===== src/rtl/biquad_mac_scheduler_if.sv =====
// Sample-in / result-out handshake bundle for the shared biquad engine.
// master drives samples and accepts results; slave is the engine.
interface biquad_mac_scheduler_if #(
  parameter int CHW = 1
);
  logic           in_valid;
  logic           in_ready;
  logic [15:0]    in_data;
  logic [CHW-1:0] in_ch;
  logic           out_valid;
  logic           out_ready;
  logic [15:0]    out_data;
  logic [CHW-1:0] out_ch;

  modport master (
    output in_valid, in_data, in_ch, out_ready,
    input  in_ready, out_valid, out_data, out_ch
  );

  modport slave (
    input  in_valid, in_data, in_ch, out_ready,
    output in_ready, out_valid, out_data, out_ch
  );
endinterface


===== src/rtl/biquad_mac_scheduler.sv =====
// Time-multiplexed biquad IIR: one 16x16 MAC, one tap per cycle,
// per-channel x/y history and a double-buffered coefficient bank.
module biquad_mac_scheduler #(
  parameter int CH   = 2,
  parameter int CHW  = 1,
  parameter int ACCW = 40,
  parameter int FRAC = 10
) (
  input  logic                 clk,
  input  logic                 reset_n,
  biquad_mac_scheduler_if.slave bus,
  input  logic                 coef_we,
  input  logic [2:0]           coef_addr,
  input  logic [15:0]          coef_wdata,
  input  logic                 coef_commit,
  output logic                 sat,
  output logic                 ch_err
);

  localparam logic [1:0] S_IDLE = 2'd0;
  localparam logic [1:0] S_MAC  = 2'd1;
  localparam logic [1:0] S_OUT  = 2'd2;

  // {a2, a1, b2, b1, b0}
  localparam logic [4:0][15:0] DEF_BANK = {
    16'hFC12, 16'd2030, 16'd1015, 16'd2030, 16'd1015
  };
  localparam logic [CHW:0] CH_L = CH[CHW:0];
  localparam logic signed [ACCW-1:0] SAT_HI = ACCW'(32767);
  localparam logic signed [ACCW-1:0] SAT_LO = ACCW'(-32768);

  logic [1:0]             state;
  logic [2:0]             tap;
  logic signed [15:0]     x0;
  logic [CHW-1:0]         ch_l;
  logic signed [ACCW-1:0] acc;
  logic signed [ACCW-1:0] acc_nx;
  logic signed [ACCW-1:0] r;
  logic signed [15:0]     coef;
  logic signed [15:0]     op;
  logic signed [31:0]     prod;
  logic signed [15:0]     y_sat;
  logic                   clip;
  logic                   bad_ch;
  logic                   pend;
  logic [4:0][15:0]       act;
  logic [4:0][15:0]       shd;
  logic [4:0][15:0]       shd_nx;

  logic signed [15:0] x1_m [CH];
  logic signed [15:0] x2_m [CH];
  logic signed [15:0] y1_m [CH];
  logic signed [15:0] y2_m [CH];

  logic           out_valid_q;
  logic [15:0]    out_data_q;
  logic [CHW-1:0] out_ch_q;

  assign bus.in_ready  = (state == S_IDLE);
  assign bus.out_valid = out_valid_q;
  assign bus.out_data  = out_data_q;
  assign bus.out_ch    = out_ch_q;

  assign bad_ch = ({1'b0, bus.in_ch} >= CH_L);

  always_comb begin
    shd_nx = shd;
    if (coef_we && (coef_addr < 3'd5))
      shd_nx[coef_addr] = coef_wdata;
  end

  always_comb begin
    coef = '0;
    op   = '0;
    case (tap)
      3'd0: begin coef = act[0]; op = x0;         end
      3'd1: begin coef = act[1]; op = x1_m[ch_l]; end
      3'd2: begin coef = act[2]; op = x2_m[ch_l]; end
      3'd3: begin coef = act[3]; op = y1_m[ch_l]; end
      3'd4: begin coef = act[4]; op = y2_m[ch_l]; end
      default: ;
    endcase
  end

  assign prod = $signed({{16{coef[15]}}, coef})
              * $signed({{16{op[15]}}, op});
  assign acc_nx = acc + {{(ACCW-32){prod[31]}}, prod};
  assign r = acc >>> FRAC;

  always_comb begin
    clip  = 1'b0;
    y_sat = r[15:0];
    if (r > SAT_HI) begin
      clip  = 1'b1;
      y_sat = 16'sh7FFF;
    end else if (r < SAT_LO) begin
      clip  = 1'b1;
      y_sat = 16'sh8000;
    end
  end

  always_ff @(posedge clk or negedge reset_n) begin
    if (!reset_n) begin
      state       <= S_IDLE;
      tap         <= '0;
      x0          <= '0;
      ch_l        <= '0;
      acc         <= '0;
      pend        <= 1'b0;
      act         <= DEF_BANK;
      shd         <= DEF_BANK;
      out_valid_q <= 1'b0;
      out_data_q  <= '0;
      out_ch_q    <= '0;
      sat         <= 1'b0;
      ch_err      <= 1'b0;
      for (int i = 0; i < CH; i++) begin
        x1_m[i] <= '0;
        x2_m[i] <= '0;
        y1_m[i] <= '0;
        y2_m[i] <= '0;
      end
    end else begin
      sat    <= 1'b0;
      ch_err <= 1'b0;
      shd    <= shd_nx;
      // copy sees a same-edge shadow write; sample taken now uses it
      if ((state == S_IDLE) && (pend || coef_commit)) begin
        act  <= shd_nx;
        pend <= 1'b0;
      end else if (coef_commit) begin
        pend <= 1'b1;
      end
      unique case (state)
        S_IDLE: begin
          if (bus.in_valid) begin
            if (bad_ch) begin
              ch_err <= 1'b1;
            end else begin
              x0    <= bus.in_data;
              ch_l  <= bus.in_ch;
              acc   <= '0;
              tap   <= '0;
              state <= S_MAC;
            end
          end
        end
        S_MAC: begin
          if (tap == 3'd5) begin
            out_data_q   <= y_sat;
            out_ch_q     <= ch_l;
            out_valid_q  <= 1'b1;
            sat          <= clip;
            x2_m[ch_l]   <= x1_m[ch_l];
            x1_m[ch_l]   <= x0;
            y2_m[ch_l]   <= y1_m[ch_l];
            y1_m[ch_l]   <= y_sat;
            state        <= S_OUT;
          end else begin
            acc <= acc_nx;
            tap <= tap + 3'd1;
          end
        end
        S_OUT: begin
          if (bus.out_ready) begin
            out_valid_q <= 1'b0;
            state       <= S_IDLE;
          end
        end
        default: state <= S_IDLE;
      endcase
    end
  end

endmodule


===== src/flat_wrapper.sv =====
// flat-port wrapper written by rule: the top's interface ports become plain ports
module biquad_mac_scheduler_flat 
#(
  parameter int CH   = 2,
  parameter int CHW  = 1,
  parameter int ACCW = 40,
  parameter int FRAC = 10
)
  (clk, reset_n, coef_we, coef_addr, coef_wdata, coef_commit, sat, ch_err, bus_in_valid, bus_in_data, bus_in_ch, bus_out_ready, bus_in_ready, bus_out_valid, bus_out_data, bus_out_ch);
  biquad_mac_scheduler_if #(.CHW(CHW)) bus_i ();
  input  logic clk;
  input  logic reset_n;
  input  logic coef_we;
  input  logic [2:0] coef_addr;
  input  logic [15:0] coef_wdata;
  input  logic coef_commit;
  output logic sat;
  output logic ch_err;
  input wire logic [$bits(bus_i.in_valid)-1:0] bus_in_valid;
  input wire logic [$bits(bus_i.in_data)-1:0] bus_in_data;
  input wire logic [$bits(bus_i.in_ch)-1:0] bus_in_ch;
  input wire logic [$bits(bus_i.out_ready)-1:0] bus_out_ready;
  output wire logic [$bits(bus_i.in_ready)-1:0] bus_in_ready;
  output wire logic [$bits(bus_i.out_valid)-1:0] bus_out_valid;
  output wire logic [$bits(bus_i.out_data)-1:0] bus_out_data;
  output wire logic [$bits(bus_i.out_ch)-1:0] bus_out_ch;
  assign bus_i.in_valid = bus_in_valid;
  assign bus_i.in_data = bus_in_data;
  assign bus_i.in_ch = bus_in_ch;
  assign bus_i.out_ready = bus_out_ready;
  assign bus_in_ready = bus_i.in_ready;
  assign bus_out_valid = bus_i.out_valid;
  assign bus_out_data = bus_i.out_data;
  assign bus_out_ch = bus_i.out_ch;
  biquad_mac_scheduler #(.CH(CH), .CHW(CHW), .ACCW(ACCW), .FRAC(FRAC)) u_core (.clk(clk), .reset_n(reset_n), .bus(bus_i), .coef_we(coef_we), .coef_addr(coef_addr), .coef_wdata(coef_wdata), .coef_commit(coef_commit), .sat(sat), .ch_err(ch_err));
endmodule

===== config.mk =====
export PLATFORM = sky130hd
export DESIGN_NAME = biquad_mac_scheduler_flat
export DESIGN_NICKNAME = d
export VERILOG_FILES = /design/src/rtl/biquad_mac_scheduler_if.sv /design/src/rtl/biquad_mac_scheduler.sv /design/src/flat_wrapper.sv
export SDC_FILE = /design/constraint.sdc
export NUM_CORES = 1
export LEC_CHECK = 0
export CAP_MARGIN = 20
export CORE_MARGIN = 3
export CORE_UTILIZATION = 50
export DETAILED_ROUTE_END_ITERATION = 6
export PLACE_DENSITY = 0.69
export SETUP_SLACK_MARGIN = 0.2
export SLEW_MARGIN = 5
export SYNTH_ARGS = -nofsm -noshare
export SYNTH_HDL_FRONTEND = slang
export SYNTH_SLANG_ARGS = --single-unit

===== constraint.sdc =====
create_clock -name clk -period 10.6 [get_ports clk]
set_clock_uncertainty 0.2 [all_clocks]
set_input_delay 1.06 -clock clk [delete_from_list [all_inputs] [get_ports clk]]
set_output_delay 1.06 -clock clk [all_outputs]
set_load 0.005 [all_outputs]

; Word-level counts from Yosys, hierarchy flattened
; Cells that the tools add are included.
[totals]
out_inout_bits = 21
inputBits = 42
wordCells = 110
register_bits = 370
[op_classes]
order_cmp = 7
mul = 1
n_eq_ne = 11
add_sub_neg = 2
mux = 45
bitwise = 1
n_reduce_logical = 15
[ops]
columns = operator, n
row1 = $mux 16, 16
row2 = $pmux 16 s5, 2
row3 = $bwmux 32, 4
row4 = $bwmux 80, 1
row5 = $mux 40, 2
row6 = $mux 80, 1
row7 = $pmux 40 s2, 1
row8 = $demux 16 s3, 1
row9 = $add 40x40->40, 1
row10 = $mul 16x16->32, 1
row11 = $gt 30x16->1 const B, 1
row12 = $lt 30x16->1 const B, 1
row13 = $demux 16 s1, 1
row14 = $reduce_and 3->1, 3
row15 = $mux 1, 8
row16 = $eq 3x2->1 const B, 2
row17 = $eq 3x3->1 const B, 2
row18 = $mux 2, 3
row19 = $mux 3, 2
row20 = $ne 2x2->1 const B, 3
row21 = $pmux 2 s3, 1
row22 = $pmux 3 s2, 1
row23 = $reduce_bool 2->1, 3
row24 = $logic_and 1x1->1, 4
row25 = 16 further kinds, 17

; Longest topological paths before layout
; Gate-level depths: netlist of the first run.
[logic_depth]
depth_word = 9
mapped_depth = 45
mapped_depth_nobuf = 39

; Worst setup path before layout of the first run
; No wires, ideal clock.
[synth_path]
path_type = register to register
start = register u_core.tap[2]
end = register u_core.acc[32]
setup_slack_ns = 0.406
path_stages_with_launch = 44
synth_period_minus_slack_ns = 10.194
required_time_ns = 10.278
path_buffers = 7
t_arrival_ns = 9.873
setup_time_ns = 0.122
cell_sequence = dfrtp_1 buf_2 buf_2 buf_1 clkbuf_1 inv_1 ha_1 clkbuf_1 clkbuf_1 a22oi_1 a21oi_1 a221oi_1 clkbuf_1 nor2_1 fa_1 inv_1 fa_1 fa_1 [8 not listed] o21a_1 o21ai_0 a32oi_1 a21oi_1 o21ai_1 a21o_1 a21oi_1 xnor2_1 ha_1 nand2_1 o21ai_1 a21o_1 a21o_1 a221oi_2 nand2_1 a21o_1 a211o_1 a32o_1
[synth_via]
elab_chain_cells = 6
word_cells_on_any_way = 14
classes_between = add/sub (1) / mul (1) / eq/ne (6) / mux (4) / reduce/logical (2)
[synth_rtl]
columns = item, line_no
row1 = "start, declared", biquad_mac_scheduler.sv:33  ; logic [2:0] tap;
row2 = "start signal, assigned", biquad_mac_scheduler.sv:161  ; tap <= tap + 3'd1;
row3 = $eq 3x3->1 (tied with other cells), biquad_mac_scheduler.sv:75  ; case (tap)
row4 = $pmux 16 s5, biquad_mac_scheduler.sv:75
row5 = $mul 16x16->32, biquad_mac_scheduler.sv:86  ; * $signed({{16{op[15]}}, op});
row6 = $add 40x40->40, biquad_mac_scheduler.sv:87  ; assign acc_nx = acc + {{(ACCW-32){prod[31]}}, prod};
row7 = $mux 40, biquad_mac_scheduler.sv:149  ; if (tap == 3'd5) begin
row8 = $pmux 40 s2, biquad_mac_scheduler.sv:134  ; unique case (state)
row9 = "end signal, assigned", biquad_mac_scheduler.sv:160  ; acc <= acc_nx;
row10 = "end, declared", biquad_mac_scheduler.sv:36  ; logic signed [ACCW-1:0] acc;
; Several ways; a longest one is shown, not always the timed one. The select of a mux whose other input is x is not followed.
; A chain may end at the register's enable or synchronous reset.

; Final worst setup path of the first run
[layout_path]
start = register u_core.tap[0]
end = register u_core.acc[32]
; Same word-level chain as after synthesis.

==> results of run 1 <==
==> per-stage QoR <==
step	worst slack [ps]	util, %
global route	179	57.2
floorplan	406	-
global placement	167	54.1
detailed placement	-9.38	54.1
CTS	241	56.6
finish	613	57.2
==> kinds of logic (layout without fill, tap and decap cells) <==
family                     after synthesis  in the layout  synth area share, %
xor gates and xnor gates                68             68                 2.25
AOI/OAI and AO/OA                      423            424                 10.5
muxes                                  307            307                 12.7
other                                    1              1               0.0138
DFF                                    370            370                 34.6
and+or+nand+nor                        514            516                 8.42
adders and majority gates              391            391                 25.4
buffers and inverters                  438            538                 6.11
==> worst max-delay path by stage <==
| stage | depth (start not counted) | to |
|---|---|---|
| 2_1_floorplan | 43 | u_core.acc[32] |
| 3_3_place_gp | 35 | u_core.acc[39] |
| 3_5_place_dp | 35 | u_core.acc[39] |
| 4_1_cts | 38 | u_core.acc[32] |
| 5_1_grt | 37 | u_core.acc[37] |
| 6_report | 34 | u_core.acc[32] |
==> worst max-delay path, delay by kind of cell, from the launching register on <==
family | cells | cell delay (ps)
fa+ha+maj | 9 | 4160
compound gates | 16 | 3770
simple gates | 4 | 610
buf+inv | 4 | 480
flops | 1 | 430
xor+xnor | 1 | 200
==> sequential cells by signal (all words and copies together), names as in the netlist, 16 cells and up <==
| register | cells |
|---|---|
| u_core.bus.out_data | 16 |
| u_core.y2_m | 32 |
| u_core.x0 | 16 |
| u_core.acc | 40 |
| u_core.act | 80 |
| u_core.shd | 80 |
| u_core.y1_m | 32 |
| u_core.x2_m | 32 |
| u_core.x1_m | 32 |
==> per-layer routing <==
layer  GRT usage, %  up-vias  part of all wire (%)
li1               -     8539                     -
met1           32.8     9610                    43
met2           39.1      555                    48
met3           3.22      139                   6.0
met4           8.08        0                   3.6
met5              0        -                     0
==> cells in the mapped netlist, types with 8 or more instances <==
cell	count
o21ai_1	28
nand3_1	12
a22oi_1	26
nor2_1	214
a221oi_1	32
dfrtp_1	282
a21o_1	32
nand2_1	186
a21oi_1	109
or2_2	21
nand2b_1	17
o21bai_1	8
dfstp_2	88
fa_1	264
nor2b_1	13
mux2_2	290
nor3_1	10
o21a_1	23
a222oi_1	12
ha_1	127
xnor2_1	41
inv_1	326
o21ai_0	78
clkbuf_1	99
mux2i_1	17
xor2_1	26
nand4_1	10
==> timing repair <==
action,CTS,global route
gates cloned,1,2
pin swaps,0,3
setup endpoints to repair,4,15
buffers inserted,1,16
gates resized for setup,2,27
==> area by class of cell <==
class                      count  area (sq um)  share of cell area [%]
clock buffer                  52          1120                    3.68
inverter                     326          1230                    4.04
tap                          688           861                    2.83
timing repair buffer         140          1330                    4.38
multi-input combinational   1707         16300                    53.6
sequential                   370          9370                    30.8
clock inverter                20           184                   0.605
==> impl_metrics.yaml, run 1 <==
run_status:
  status: "finished, final reports clean"
worst_setup_path:
  cp.arrival_ps: 10220
  critPathSlowestCell: "a21oi_1"
  endpoint_kind: "flop"
  start_kind: "flop"
  slowest_delay_ps: 570
  r2r_start: "u_core.tap[0]"
  worstSetupPathType: "reg2reg"
  cp_common_cell: "fa_1"
  rr_endpoint: "u_core.acc[32]"
  regToRegSetupSlack_ps: 610
  worst-path-max-fanout: 10
  required_ps: 10840
  reg2reg_depth: 34
  crit_path_start: "u_core.tap[0]"
finish:
  area_growth_pct: 12.2
  layout_common_cells: "324 x inv_1, 290 x mux2_2, 280 x dfrtp_1"
  drive_above_1_share_pct: 23.1
  antenna_cells: 0
  nets: 3018
  nFillCells: 4345
  stdcell_count: 3303
  final_common_cell: "inv_1"
  stdcell_area_sq_um: 30400
global_route:
  antenna_found_initial: 0
  gr-total-overflow: 0
  grt_max_degree: 136
  gr-usage-all-layers_pct: 23.8
  grt_pass1_vias: 19800
  grt_pass1_wl_mm: 108
synthesis:
  synthArstFlopShare_pct: 100
  netlist_area_sq_um: 27100
  synth_cell_types: 83
  syn_nets: 2945
  synthCells: 2512
  netlist.area_leader.share_pct: 26.1
  synth_edf_count: 0
  yosysSeqAreaShare_pct: 34.6
  synth.area.top_cells: "dfrtp_1 26%, fa_1 20%, mux2_2 12%, dfstp_2 8.5%, ha_1 5.9%"
  ys_ff_latch: 370
  netlist.top_cell.by_area: "dfrtp_1"
  synth-main-ff-cell: "dfrtp_1"
  syn_avg_cell_area_sq_um: 10.8
  yosys_warnings: 0
timing:
  period_share_pct: 94.2
  hold_violations: 0
  fmax_mhz: 100
  worstMarginPinSlew_ps: 1000
  hold_slack_ps: 276
  final_max_slew_viol_count: 0
  slew_headroom_pct: 33.3
  setup_tns_ps: 0
  min_period_ps: 9990
  final-setup-viol-count: 0
  rsz0062_at_grt: "no"
drt:
  drt-pass1-iter-count: 6
  finalWirelength_mm: 66.0
  final_antenna_net_count: 0
  vias_per_cell: 5.70
  drc_errors: 0
  drt-initial-drc-count: 1336
  vias: 18800
  wl_per_cell_um: 20.0
clock_tree:
  insertion_delay_ps: 560
  cts_tree: "built"
  hold_buffers: 0
  clockBufferDepth: 3
  numCtsBuffers: 40
  cts_sinks: 370
  ctsHtreeMaxLevel: 2
  clockRootBuffer: "clkbuf_16"
  clkSlewWorstSetupHoldPaths_ps: 60
run:
  maxCapViolCount: 0
die:
  fp.dieW_um: 239
  core-area_sq_um: 53100
  die_h_um: 239
  die-area_sq_um: 57000
  ios: 63
  start_util_pct: 51.0
  fp-row-count: 84
min_path:
  worstHoldStart: "u_core.bus.out_ch"
  hold_depth: 2
  hold_path_class: "reg2reg"
  worstHoldEndpoint: "u_core.bus.out_ch"
placement:
  dp.cells: 3207
  port_buffers: 61
  gp_congestion: 0.929
  post-dp-hpwl_mm: 48.8
  dpl_cell_area_sq_um: 28700
Power of run 1 is not shown: default switching activity piles up to over one toggle a cycle in this logic, so the estimate is an artifact.
==> inputs of run 2 (changes only) <==
--- a/config.mk
+++ b/config.mk
@@ -7,9 +7,10 @@
 export LEC_CHECK = 0
 export CAP_MARGIN = 20
 export CORE_MARGIN = 3
-export CORE_UTILIZATION = 50
+export CORE_UTILIZATION = 53
+export CTS_BUF_LIST = sky130_fd_sc_hd__clkbuf_4
 export DETAILED_ROUTE_END_ITERATION = 6
-export PLACE_DENSITY = 0.69
+export PLACE_DENSITY = 0.73
 export SETUP_SLACK_MARGIN = 0.2
 export SLEW_MARGIN = 5
 export SYNTH_ARGS = -nofsm -noshare
==> run 2 against run 1 <==
  * Clock-buffer cell count grew 91
  * Hold slack lost 120 ps
  * Via count grew 2.3%
  * Critical path type unchanged
  * Largest cell class unchanged
==> impl_metrics.yaml, run 2 (synthesis results as in run 1) <==
clock_tree:
  insertion_delay_ps: 820
  clockRootBuffer: "clkbuf_4"
  ctsHtreeMaxLevel: 3
  hold_buffers: 0
  cts_tree: "built"
  clockBufferDepth: 3
  numCtsBuffers: 94
  clkSlewWorstSetupHoldPaths_ps: 70
  cts_sinks: 370
finish:
  nets: 3079
  area_growth_pct: 11.9
  final_common_cell: "inv_1"
  layout_common_cells: "324 x inv_1, 290 x mux2_2, 280 x dfrtp_1"
  drive_above_1_share_pct: 25.8
  reg_top3: "u_core.act x80, u_core.shd x80, u_core.acc x40"
drt:
  wl_per_cell_um: 19.7
  finalWirelength_mm: 66.7
  drt-pass1-iter-count: 7
  drt-initial-drc-count: 1209
  final_antenna_net_count: 0
  vias_per_cell: 5.69
  vias: 19300
  drc_errors: 0
timing:
  final_max_slew_viol_count: 0
  hold_slack_ps: 155
  hold_violations: 0
  worstMarginPinSlew_ps: 1150
  final-setup-viol-count: 0
  period_share_pct: 94.0
  min_period_ps: 9960
  fmax_mhz: 100
  setup_tns_ps: 0
  slew_headroom_pct: 23.4
  rsz0062_at_grt: "no"
global_route:
  grt_max_degree: 136
  grt_pass1_vias: 20700
  grt_pass1_wl_mm: 110
  antenna_found_initial: 2
  gr-total-overflow: 0
  gr-usage-all-layers_pct: 25.6
worst_setup_path:
  worst-path-max-fanout: 10
  reg2reg_depth: 36
  critPathSlowestCell: "fa_1"
  crit_end: "u_core.acc[37]"
  worstSetupPathType: "reg2reg"
  crit_path_start: "u_core.tap[0]"
  cp.arrival_ps: 10450
  regToRegSetupSlack_ps: 640
  rr_endpoint: "u_core.acc[37]"
  r2r_start: "u_core.tap[0]"
  slowest_delay_ps: 560
  required_ps: 11090
  endpoint_kind: "flop"
  start_kind: "flop"
run_status:
  status: "finished, final reports clean"
die:
  die_h_um: 232
  fp.dieW_um: 232
  ios: 63
  fp-row-count: 82
  start_util_pct: 53.9
  core-area_sq_um: 50300
  die-area_sq_um: 53800
run:
  maxCapViolCount: 0
placement:
  gp_congestion: 0.957
  port_buffers: 61
  post-dp-hpwl_mm: 49.3
min_path:
  hold_path_class: "in2async"
==> run 2: cell types whose count changed in the layout (fill, tap and decap cells not counted), moves of 3 or more <==
cell | previous run | this run
clkbuf_8 | 3 | 0
buf_4 | 71 | 80
clkbuf_16 | 42 | 0
clkinv_1 | 0 | 17
clkinv_2 | 9 | 2
clkbuf_1 | 7 | 0
clkinvlp_4 | 7 | 1
clkbuf_4 | 0 | 143
==> run 2: routing by layer <==
metal  up-vias  share of wire [%]  track usage [%]
met2       574                 48             41.3
met5         -                  0                0
met4         0                3.3             9.78
met3       132                5.6             4.65
met1      9864                 44             34.7
li1       8714                  -                -
==> run 2: critical path: cells and delay by family, from the launching register on <==
family	cells	cell delay (ps)
flip-flops	1	420
adder cells (fa/ha/maj)	9	4080
buffers and inverters	7	580
AND/OR/NAND/NOR	5	1010
AO/OA/AOI/OAI	14	3400
XOR/XNOR	1	120
==> run 2: worst min path at each step <==
| stage | from | endpoint | slack, ps | cells after the start |
|---|---|---|---|---|
| 3_5_place_dp | u_core.bus.out_data[13] | u_core.bus.out_data[13] | 270 | 2 |
| 3_3_place_gp | u_core.bus.out_ch | u_core.bus.out_ch | 260 | 2 |
| 2_1_floorplan | u_core.acc[2] | u_core.acc[2] | 250 | 2 |
| 6_report | reset_n | u_core.shd[16] | 160 | 1 |
| 4_1_cts | reset_n | u_core.x0[7] | 110 | 1 |
| 5_1_grt | reset_n | u_core.x0[7] | 180 | 1 |
==> run 2: timing repair <==
action,in CTS,in global routing
resized for setup,2,31
buffers inserted,0,22
endpoints found under the setup margin,2,14
cloned,0,1
pin swaps,0,4
==> run 2: area by class of cell <==
cell class              instances  area [sq um]
diodes                          2          5.00
clock buffers                 143          1070
clock inverters                25           140
fillers                      4088         20000
inverters                     326          1230
multi-input cells            1705         16300
flip-flops and latches        370          9370
well taps                     672           841
repair buffers                149          1380
==> run 2: metrics by stage <==
| step | setup WS [ps] | area [sq um] | std cells | util, % |
|---|---|---|---|---|
| final | 638 | 30300 | 3392 | 60.3 |
| after global placement | 360 | 28700 | 3197 | 57.2 |
| after CTS | 314 | 30000 | 3365 | 59.6 |
| after global routing | 160 | 30300 | 3392 | 60.3 |
| after detailed placement | 137 | 28700 | 3197 | 57.2 |
| after floorplan | 406 | 27100 | 2512 | - |
Power of run 2 is left out for the same reason.
==> inputs of run 3 (changes only) <==
--- a/config.mk
+++ b/config.mk
@@ -6,6 +6,7 @@
 export NUM_CORES = 1
 export LEC_CHECK = 0
 export CAP_MARGIN = 20
+export CORE_ASPECT_RATIO = 0.8
 export CORE_MARGIN = 3
 export CORE_UTILIZATION = 53
 export CTS_BUF_LIST = sky130_fd_sc_hd__clkbuf_4
==> run 3 against run 2 <==
  * Via count up 0.53%
  * First-iteration DRC count up 26%
  * Critical path depth unchanged
  * Register-to-register slack got worse by 30 ps
  * Final area is 0.28% higher
  * Setup slack got worse by 35 ps
  * Maximum frequency down 0.35%
  * Final cell count up 0.12%
  * Critical path type unchanged
  * Flip-flop and latch count unchanged
==> impl_metrics.yaml, run 3 (synthesis results as in run 1) <==
run:
  maxCapViolCount: 0
placement:
  post-dp-hpwl_mm: 51.8
  dpl_cell_area_sq_um: 28800
  gp_congestion: 0.924
  port_buffers: 61
  pre_cts_slack_ps: 11.7
clock_tree:
  cts_sinks: 370
  insertion_delay_ps: 890
  hold_buffers: 0
  numCtsBuffers: 92
  clockBufferDepth: 3
  ctsHtreeMaxLevel: 3
  clkSlewWorstSetupHoldPaths_ps: 70
  cts_tree: "built"
  clockRootBuffer: "clkbuf_4"
finish:
  layout_common_cells: "325 x inv_1, 290 x mux2_2, 280 x dfrtp_1"
  area_growth_pct: 12.2
  drive_above_1_share_pct: 26.1
  stdcell_area_sq_um: 30400
  reg_top3: "u_core.act x80, u_core.shd x80, u_core.acc x40"
  final_common_cell: "inv_1"
  nets: 3073
drt:
  finalWirelength_mm: 70.5
  drt-pass1-iter-count: 6
  drt-initial-drc-count: 1521
  vias_per_cell: 5.71
  vias: 19400
  final_antenna_net_count: 0
  drc_errors: 0
  wl_per_cell_um: 20.8
min_path:
  hold_path_class: "in2async"
die:
  fp.dieW_um: 259
  core-area_sq_um: 50100
  start_util_pct: 54.1
  die_h_um: 208
  fp-row-count: 73
  die-area_sq_um: 53900
  ios: 63
global_route:
  gr-usage-all-layers_pct: 26.8
  grt_max_degree: 158
  gr-total-overflow: 0
  grt_pass1_wl_mm: 113
  antenna_found_initial: 2
  grt_pass1_vias: 20800
worst_setup_path:
  cp_common_cell: "fa_1"
  worst-path-max-fanout: 19
  cp.arrival_ps: 10530
  slowest_delay_ps: 570
  endpoint_kind: "flop"
  required_ps: 11130
  regToRegSetupSlack_ps: 600
  critPathSlowestCell: "fa_1"
  start_kind: "flop"
  worstSetupPathType: "reg2reg"
timing:
  setup_ws_ps: 603
  worstMarginPinSlew_ps: 1030
  slew_headroom_pct: 31.1
  min_period_ps: 10000
  hold_violations: 0
  rsz0062_at_grt: "yes"
  hold_slack_ps: 151
  fmax_mhz: 100
  final-setup-viol-count: 0
  final_max_slew_viol_count: 0
  setup_tns_ps: 0
  period_share_pct: 94.3
run_status:
  status: "finished, final reports clean"
==> run 3: cell count changes in the layout (fill, tap and decap cells not counted), moves of 3 or more <==
cell | previous run | this run
buf_6 | 1 | 7
a221oi_4 | 1 | 6
a221oi_1 | 26 | 22
a21oi_2 | 5 | 8
buf_4 | 80 | 70
==> run 3: final timing paths <==
kind / startpoint / end / cells after the start
min in group clk: u_core.bus.out_data[9] / u_core.bus.out_data[9] / 2
worst min-delay path: reset_n / u_core.shd[20] / 1
max in group asynchronous: reset_n / u_core.tap[2] / 3
worst min register to register: u_core.bus.out_data[9] / u_core.bus.out_data[9] / 2
worst max register to register: u_core.tap[0] / u_core.acc[32] / 36
worst max-delay path: u_core.tap[0] / u_core.acc[32] / 36
==> run 3: metrics by stage <==
step           cells  util [%]
6_report        3396      60.7
4_1_cts         3375      60.1
5_1_grt         3395      60.7
3_3_place_gp    3203      57.5
3_5_place_dp    3203      57.5
2_1_floorplan   2512         -
==> run 3: critical path: cells and delay by family (launching register included) <==
family                     cells  cell delay, ps
DFF                            1             430
xor gates and xnor gates       1             230
AOI/OAI and AO/OA             17            3730
buffers and inverters          5             420
adders and majority gates     10            4480
and+or+nand+nor                3             360
==> run 3: routing by layer <==
metal | wire, um | vias to the layer above | track usage, %
li1 | - | 8703 | -
met1 | 31000 | 9919 | 37.6
met2 | 32600 | 670 | 42.3
met3 | 5350 | 95 | 5.46
met4 | 1540 | 0 | 7.71
met5 | 0 | - | 0
==> run 3: cell type report <==
class,count,area (sq um)
clock inverter,27,153
fill,4199,19700
multi-input combinational,1705,16400
sequential,370,9370
clock buffer,144,1080
timing repair buffer,145,1330
antenna,4,10.0
tap,675,845
inverter,326,1220
==> run 3: timing repair <==
action | 4_1_cts | 5_1_grt
pin swaps | 0 | 8
cloned | 1 | 2
setup endpoints to repair | 6 | 15
resized for setup | 4 | 45
hold endpoints to repair | 0 | 0
setup buffers | 0 | 15
Power of run 3 is left out for the same reason.
